File: config.mk
export PLATFORM = sky130hd
export DESIGN_NAME = lnrv_ifu_iqueue
export DESIGN_NICKNAME = d
export VERILOG_FILES = /design/src/rtl/lnrv_ifu_iqueue_pkg.sv /design/src/rtl/lnrv_gnrl_sync_fifo.sv /design/src/rtl/lnrv_ifu_iqueue.sv
export SDC_FILE = /design/constraint.sdc
export NUM_CORES = 1
export LEC_CHECK = 0
export CORE_UTILIZATION = 55
export DETAILED_ROUTE_END_ITERATION = 12
export PLACE_DENSITY_LB_ADDON = 0.08
export SETUP_SLACK_MARGIN = 0.15
export SYNTH_ARGS = -nofsm -noshare
export SYNTH_HDL_FRONTEND = slang
export SYNTH_HIERARCHICAL = 1
export SYNTH_SLANG_ARGS = --single-unit
File: constraint.sdc
create_clock -name clk -period 5.6 [get_ports clk]
set_input_delay 0.84 -clock clk [delete_from_list [all_inputs] [get_ports clk]]
set_output_delay 0.84 -clock clk [all_outputs]
set_load 0.01 [all_outputs]
File: src/rtl/lnrv_ifu_iqueue_pkg.sv
// rtl/lnrv_ifu_iqueue_pkg.sv - shared constants, entry layout and pre-decode helper for the IFU instruction queue
package lnrv_ifu_iqueue_pkg;

  localparam int LNRV_IQ_DEPTH = 4;
  localparam int LNRV_XLEN     = 32;

  typedef struct packed {
    logic [LNRV_XLEN-1:0] pc;
    logic [LNRV_XLEN-1:0] ir;
    logic                 misalgn;
    logic                 buserr;
  } iq_entry_t;

  localparam int IQ_ENTRY_W = $bits(iq_entry_t);

  // Without compressed support, any encoding whose low bits are not 2'b11 is illegal,
  // but a fetch exception takes precedence over the length check.
  function automatic logic ir_len_illegal(input iq_entry_t e);
    return ~e.misalgn & ~e.buserr & (e.ir[1:0] != 2'b11);
  endfunction

endpackage

File: src/rtl/lnrv_gnrl_sync_fifo.sv
// rtl/lnrv_gnrl_sync_fifo.sv - generic synchronous FIFO with wrap-bit pointers and synchronous clear
module lnrv_gnrl_sync_fifo #(
  parameter int DW    = 66,
  parameter int DEPTH = 4
) (
  input  logic          clk,
  input  logic          reset_n,
  input  logic          clr,
  input  logic          push,
  input  logic          pop,
  input  logic [DW-1:0] wdata,
  output logic [DW-1:0] rdata,
  output logic          full,
  output logic          empty
);

  localparam int AW = $clog2(DEPTH);
  localparam logic [AW:0] PTR_ONE = (AW+1)'(1);

  logic [AW:0]   wr_ptr_q, wr_ptr_d;
  logic [AW:0]   rd_ptr_q, rd_ptr_d;
  logic [DW-1:0] mem_q [DEPTH];
  logic [DW-1:0] mem_d [DEPTH];
  logic          do_push, do_pop;

  assign empty   = (wr_ptr_q == rd_ptr_q);
  assign full    = (wr_ptr_q[AW-1:0] == rd_ptr_q[AW-1:0]) & (wr_ptr_q[AW] != rd_ptr_q[AW]);
  assign do_push = push & ~full;
  assign do_pop  = pop & ~empty;
  assign rdata   = mem_q[rd_ptr_q[AW-1:0]];

  always_comb begin
    mem_d    = mem_q;
    wr_ptr_d = wr_ptr_q;
    rd_ptr_d = rd_ptr_q;
    if (clr) begin
      wr_ptr_d = '0;
      rd_ptr_d = '0;
    end else begin
      if (do_push) begin
        mem_d[wr_ptr_q[AW-1:0]] = wdata;
        wr_ptr_d                = wr_ptr_q + PTR_ONE;
      end
      if (do_pop) begin
        rd_ptr_d = rd_ptr_q + PTR_ONE;
      end
    end
  end

  always_ff @(posedge clk) begin
    if (!reset_n) begin
      wr_ptr_q <= '0;
      rd_ptr_q <= '0;
      for (int i = 0; i < DEPTH; i++) begin
        mem_q[i] <= '0;
      end
    end else begin
      wr_ptr_q <= wr_ptr_d;
      rd_ptr_q <= rd_ptr_d;
      mem_q    <= mem_d;
    end
  end

endmodule

File: src/rtl/lnrv_ifu_iqueue.sv
// rtl/lnrv_ifu_iqueue.sv - instruction queue between IFU and EXU with flush, count and illegal-length pre-decode
module lnrv_ifu_iqueue
  import lnrv_ifu_iqueue_pkg::*;
#(
  parameter int DEPTH = LNRV_IQ_DEPTH,
  parameter int CNT_W = $clog2(DEPTH+1)
) (
  input  logic             clk,
  input  logic             reset_n,
  input  logic             pipe_flush_req,
  input  logic             ifu_ir_vld,
  output logic             ifu_ir_rdy,
  input  logic [31:0]      ifu_pc,
  input  logic [31:0]      ifu_ir,
  input  logic             ifu_misalgn,
  input  logic             ifu_buserr,
  output logic             iq_ir_vld,
  input  logic             iq_ir_rdy,
  output logic [31:0]      iq_pc,
  output logic [31:0]      iq_ir,
  output logic             iq_misalgn,
  output logic             iq_buserr,
  output logic             iq_ilegl,
  output logic [CNT_W-1:0] iq_count
);

  localparam logic [CNT_W-1:0] CNT_ONE = CNT_W'(1);

  iq_entry_t        wr_entry;
  iq_entry_t        head;
  logic             fifo_full, fifo_empty;
  logic             push, pop;
  logic [CNT_W-1:0] count_q, count_d;

  // Ready depends only on registered state and flush, never on iq_ir_rdy, so a
  // full queue stays not-ready even in a cycle where the EXU pops.
  assign ifu_ir_rdy = ~fifo_full | pipe_flush_req;
  assign iq_ir_vld  = ~fifo_empty & ~pipe_flush_req;
  assign push       = ifu_ir_vld & ifu_ir_rdy & ~pipe_flush_req;
  assign pop        = iq_ir_vld & iq_ir_rdy;

  assign wr_entry.pc      = ifu_pc;
  assign wr_entry.ir      = ifu_ir;
  assign wr_entry.misalgn = ifu_misalgn;
  assign wr_entry.buserr  = ifu_buserr;

  lnrv_gnrl_sync_fifo #(
    .DW    (IQ_ENTRY_W),
    .DEPTH (DEPTH)
  ) u_fifo (
    .clk     (clk),
    .reset_n (reset_n),
    .clr     (pipe_flush_req),
    .push    (push),
    .pop     (pop),
    .wdata   (wr_entry),
    .rdata   (head),
    .full    (fifo_full),
    .empty   (fifo_empty)
  );

  assign iq_pc      = head.pc;
  assign iq_ir      = head.ir;
  assign iq_misalgn = head.misalgn;
  assign iq_buserr  = head.buserr;
  assign iq_ilegl   = iq_ir_vld & ir_len_illegal(head);
  assign iq_count   = count_q;

  always_comb begin
    count_d = count_q;
    if (pipe_flush_req) begin
      count_d = '0;
    end else if (push & ~pop) begin
      count_d = count_q + CNT_ONE;
    end else if (pop & ~push) begin
      count_d = count_q - CNT_ONE;
    end
  end

  always_ff @(posedge clk) begin
    if (!reset_n) begin
      count_q <= '0;
    end else begin
      count_q <= count_d;
    end
  end

  // Handshake protocol checks on both sides of the queue.
  a_ifu_stable: assert property (@(posedge clk) disable iff (!reset_n)
    (ifu_ir_vld & ~ifu_ir_rdy) |=> (~ifu_ir_vld | $stable({ifu_pc, ifu_ir, ifu_misalgn, ifu_buserr})));

  a_iq_stable: assert property (@(posedge clk) disable iff (!reset_n)
    (iq_ir_vld & ~iq_ir_rdy) |=> (~iq_ir_vld | $stable({iq_pc, iq_ir, iq_misalgn, iq_buserr, iq_ilegl})));

endmodule

==> results of run 1 <==
area by class of cell:
cell class / instances / area, µm²
fillers: 1704 / 7040
multi-input cells: 718 / 5930
flip-flops and latches: 273 / 5470
repair buffers: 154 / 1530
clock buffers: 46 / 830
well taps: 275 / 344
clock inverters: 7 / 50.0
inverters: 7 / 26.3
through the flow:
step | util, % | setup slack, ps
after floorplan | - | 2930
after detailed placement | 62.7 | 1680
final | 66.8 | 1250
after CTS | 66.8 | 1160
after global placement | 62.7 | 1740
after global routing | 66.8 | 1000
synthesized netlist by cell type, drive strengths merged (2+ instances only):
cell / n
dfxtp: 273
nor2b: 2
inv: 7
nor2: 4
nand2: 341
o311a: 2
o311ai: 4
ha: 6
a311o: 2
buf: 41
nor3: 2
a21oi: 2
xor2: 5
mux4: 66
mux2i: 269
nor4bb: 2
o31a: 2
nand2b: 2
clkbuf: 42
a211oi: 2
flip-flops by register name (all words and copies together) (netlist names):
| register | cells |
|---|---|
| iq_count | 3 |
| u_fifo/rd_ptr_q | 3 |
| u_fifo/wr_ptr_q | 3 |
| u_fifo/mem_q | 264 |
worst reg2reg max path, delay by kind of cell, from the launching register on:
kind | cells | cell delay [ps]
XOR/XNOR | 1 | 460
buffers and inverters | 1 | 490
AND/OR/NAND/NOR | 3 | 1230
multiplexers | 1 | 260
AO/OA/AOI/OAI | 1 | 490
flip-flops | 1 | 740
power groups by stage:
stage,clock network (mW),logic (mW),registers [mW]
after floorplan,0,0.139,2.01
after global placement,0,0.250,2.02
after detailed placement,0,0.250,2.02
after CTS,1.81,0.251,1.97
after global routing,1.90,0.270,1.98
final,1.77,0.249,1.97
cell usage in the layout, fill, tap and decap left out, types with 4 or more instances in the layout:
master and n:
clkbuf_8 4, mux2i_1 269, clkbuf_16 29, o311ai_4 4, nor2_1 4, buf_4 11, clkdlybuf4s50_1 141, clkinv_2 6
nand2_1 341, clkbuf_1 13, mux4_2 66, ha_1 6, dfxtp_1 271, inv_1 7
layer usage:
| metal | share of wire (%) | GRT usage (%) | vias to the layer above |
|---|---|---|---|
| met3 | 3.6 | 3.26 | 38 |
| met4 | 1.8 | 5.56 | 0 |
| met1 | 46 | 30.2 | 3969 |
| met2 | 49 | 38.7 | 141 |
| met5 | 0 | 0 | - |
| li1 | - | - | 3936 |
kinds of logic (layout without fill, tap and decap cells):
logic type	after synthesis	after routing
AO/OA/AOI/OAI	15	15
XOR/XNOR	6	6
adder cells (fa/ha/maj)	7	7
buffers and inverters	90	214
flip-flops	273	273
multiplexers	335	335
AND/OR/NAND/NOR	355	355
worst max path at each step:
stage / start / endpoint / slack, ps / depth (start not counted)
after floorplan: u_fifo/rd_ptr_q[2] / iq_count[2] / 2930 / 9
after global placement: pipe_flush_req / u_fifo/mem_q[226] / 1740 / 6
after detailed placement: pipe_flush_req / u_fifo/mem_q[237] / 1680 / 6
after CTS: u_fifo/rd_ptr_q[0] / iq_ilegl / 1160 / 6
after global routing: u_fifo/rd_ptr_q[0] / iq_ilegl / 1000 / 6
final: u_fifo/rd_ptr_q[0] / iq_ilegl / 1250 / 6
==> out/qor.yml, run 1 <==
synth-compound-area-share_pct: 1.60
p_comb_share_pct: 6.2
critPathRequiredTime_ps: 4760
crit_buf_inv: 2
synth_area_leaders: "dfxtp_1 45%, mux2i_1 22%, mux4_2 12%"
setup_viol: 0
hold_class: "flip-flop to flip-flop"
clock-sinks: 273
synth-edff-count: 0
synth-main-ff-cell: "dfxtp_1"
syn_area_um2: 12000
crit_path_end_kind: "output port"
routed_wl_um: 24700
crit_type: "flip-flop to output port"
netlist_instances: 1081
drt_iter0_drc: 307
max_stage_delay_ps: 740
coreArea_um2: 21200
synth-seq-cells: 273
arrival_ps: 3510
gr-total-overflow: 0
initial_core_util_pct: 56.7
r2r_cells: 7
cts_setup_buffers: 0
min_period_ps: 4350
yosys.area_share.xor_xnor_pct: 0.812
nets: 1261
p_sw_mw: 0.895
cts-buffers-inserted: 29
synth.avg_cell_area_um2: 11.1
row_count: 53
synth-async-reset-ratio_pct: 0
post_route_cells_drive_above_1_share_pct: 10.6
tightest_slew_ps: 1080
cts_tree: "built"
synth_top_family_by_area: "multiplexers"
num_io_pins: 143
chipWidth_um: 150
grt_max_degree: 157
stdcell_area_um2: 14200
hold_end: "u_fifo/mem_q[74]"
finClkSkew_ps: 15.3
cts.clk_slew.worst_paths_ps: 60
hold_viol: 0
reg2reg_slack_ps: 1790
port-buffer-count: 142
p_leak_nw: 6.67
die_h_um: 150
antenna_found_initial: 0
synth_fp_nets: 1159
reg2reg_to: "u_fifo/mem_q[228]"
synthAdderAreaFrac_pct: 0.791
total_power_mw: 4.00
max_freq_mhz: 230
post-route-period-util_pct: 77.8
track_usage_pct: 22.7
power_density_nw_per_um2: 282
dieArea_um2: 22500
worst_setup_path_start_kind: "flip-flop"
wire_per_inst_um: 16.7
path_max_fanout: 44
whs_path_depth: 2
grt_first_pass_wirelength_um: 40600
seq_area_frac_synth_pct: 45.5
critical_path.cell_chain: "buf_4 > mux4_2 > nor2_1 > nand2_1 > a21oi_1 > clkdlybuf4s50_1"
diodes: 0
path_delay_family: "buffers and inverters"
synth_cell_types: 31
intPower_mw: 3.10
clockBufferDepth: 3
rsz0062_at_grt: "false"
fin_setup_tns_ps: 0
critPathSlowestCell: "dfxtp_4"
outcome: "finished, final reports clean"
p_clk_share_pct: 44.4
synth_top_area_cell: "dfxtp_1"
drcViolationCount: 0
vias: 8084
seqPwrFrac_pct: 49.4
whs_ps: 455
grt_pass1_vias: 7959
cts-resized-gates: 0
dp_hpwl_um: 14600
p_sw_share_pct: 22.4
instances_no_fill: 1480
post_dp_cell_area_um2: 13300
muxShareOfSynthArea_pct: 34.8
hold_buffers: 0
cts-root-buf: "clkbuf_16"
min-delay-start: "u_fifo/mem_q[74]"
syn2layout_area_growth_pct: 17.9
synthSimpleGateAreaFrac_pct: 11.3
dp_cells: 1427
clk_latency_ps: 550
viasPerCell: 5.46
r2r-start: "u_fifo/rd_ptr_q[0]"
slew_viol_final: 0
gp_congestion: 0.742
vdd_drop_max_mv: 0.198
cts_max_level: 1
firstDrtPassIters: 4
yosysWarnings: 6
slew-limit-headroom_pct: 28.1
netlist.area_leader.share_pct: 45.5
antenna_left: 0
drv_cap: 0
No activity file was read; power rests on OpenSTA's default activity.
==> inputs of run 2 (changes only) <==
Settings changed: CORE_UTILIZATION 55 to 51.
Clock period 5.6 ns to 4 ns, I/O delays scaled along.
==> run 2 against run 1 <==
  * Routed wire length up 2.8%
  * Highest routed layer is now met5
  * Non-clock buffer count up 3
  * Via count down 0.94%
  * Worst hold slack better by 1.7 ps
  * Critical path depth down 3
  * Critical path type unchanged
  * Combinational power up 42%
  * Clock skew down 2.7 ps
  * Largest cell class unchanged
  * Sequential share of layout area down 0.58 points
  * Critical endpoint is now iq_ir[21]
==> out/qor.yml, run 2 (synthesized netlist as in run 1, its figures left out) <==
hold_viol: 0
largest_reg_flops: 264
critPathRequiredTime_ps: 3400
vias: 8008
track_usage_pct: 21.5
dp_slack_ps: 842
crit_buf_inv: 2
cts-root-buf: "clkbuf_16"
hold_buffers: 0
worst_setup_path_start_kind: "flip-flop"
coreArea_um2: 22800
drv_cap: 0
wire_per_inst_um: 16.7
grt_max_degree: 116
critPathSlowestCell: "buf_4"
top_register: "u_fifo/mem_q"
post-route-period-util_pct: 87.8
cts_max_level: 1
nets: 1265
slew_viol_final: 0
port-buffer-count: 142
gp_congestion: 0.719
drcViolationCount: 0
setup_viol: 0
cts-resized-gates: 0
vdd_drop_max_mv: 0.326
cts.clk_slew.worst_paths_ps: 60
arrival_ps: 2910
max_stage_delay_ps: 720
min_period_ps: 3510
antenna_found_initial: 1
chipWidth_um: 156
final_cell_mix: "341 x nand2_1, 271 x dfxtp_1, 269 x mux2i_1"
dieArea_um2: 24200
p_leak_nw: 6.75
critical_path.cell_chain: "buf_4 > mux4_2 > clkdlybuf4s50_1"
tightest_slew_ps: 1020
dp_hpwl_um: 15200
drt_iter0_drc: 314
cts-buffers-inserted: 30
syn2layout_area_growth_pct: 19.7
cts_setup_buffers: 0
hold_class: "flip-flop to flip-flop"
clock-sinks: 273
fin_setup_tns_ps: 0
slew-limit-headroom_pct: 31.9
post_route_cells_drive_above_1_share_pct: 11.6
outcome: "finished, final reports clean"
path_max_fanout: 48
grt_first_pass_wirelength_um: 42000
path_delay_family: "buffers and inverters"
row_count: 55
clockBufferDepth: 3
antenna_left: 0
grt_pass1_vias: 8023
worst_slack_ps: 488
initial_core_util_pct: 52.6
final_common_cell: "nand2_1"
routed_wl_um: 25400
clk_latency_ps: 540
max_freq_mhz: 285
firstDrtPassIters: 4
stdcell_area_um2: 14400
power_density_nw_per_um2: 408
num_io_pins: 143
crit_path_end_kind: "output port"
final_core_util_pct: 63.0
reg2reg_slack_ps: 850
diodes: 0
post_dp_cell_area_um2: 13400
rsz0062_at_grt: "false"
gr-total-overflow: 0
finClkSkew_ps: 12.6
die_h_um: 156
cts_tree: "built"
crit_type: "flip-flop to output port"
viasPerCell: 5.25
[run 2: changes by cell type in the layout (fill, tap and decap cells not counted), sizes merged]
cell	previous run	this run
bufinv	0	2
clkinvlp	0	2
inv	8	7
buf	13	16
clkinv	6	9
clkbuf	46	43
[run 2: stage by stage]
step	cells	power [mW]	hold WS, ps
after global routing	1524	6.08	473
after detailed placement	1468	3.18	449
final	1524	5.88	457
after floorplan	1081	3.01	435
after CTS	1524	5.94	458
after global placement	1468	3.17	442
[run 2: worst register-to-register path, stage by stage, from the launching register on]
cell and delay [ps]:
dfxtp_4 640, xor2_4 450, nor3_1 150, nor3b_1 520, ha_1 290, inv_1 60, fa_1 370, xor2_1 150
or3_1 300, a21oi_1 150
[run 2: worst paths after layout]
path | start | endpoint | cells past startpoint
worst max-delay path | u_fifo/rd_ptr_q[0] | iq_ir[21] | 3
worst min-delay path | u_fifo/mem_q[215] | u_fifo/mem_q[215] | 2
worst max register to register | u_fifo/rd_ptr_q[1] | iq_count[2] | 9
worst min register to register | u_fifo/mem_q[215] | u_fifo/mem_q[215] | 2
[run 2: power by group]
part | switching, mW | internal (mW) | total, mW | leakage [nW]
Clock | 1.09 | 1.67 | 2.76 | 0.501
Sequential | 0.0155 | 2.75 | 2.76 | 2.20
Combinational | 0.178 | 0.175 | 0.353 | 4.05
Total | 1.28 | 4.60 | 5.88 | 6.75
[run 2: metal layers]
metal | GRT usage, % | share of wire, % | up-vias
met5 | 0 | 0.035 | -
met1 | 29.3 | 47 | 3896
li1 | - | - | 3944
met3 | 3.50 | 4.1 | 32
met2 | 35.9 | 48 | 134
met4 | 4.95 | 1.6 | 2
[run 2: area by class of cell]
cell class              count  area, µm²
inverters                   7       26.3
flip-flops and latches    273       5470
clock buffers              43        892
clock inverters            13        120
well taps                 313        392
multi-input cells         718       5930
fillers                  1871       8450
repair buffers            157       1560
==> inputs of run 3 (changes only) <==
Settings changed: TNS_END_PERCENT set to 5.
==> results of run 3 <==
Final layout, timing and power as in run 2 (identical DEF).
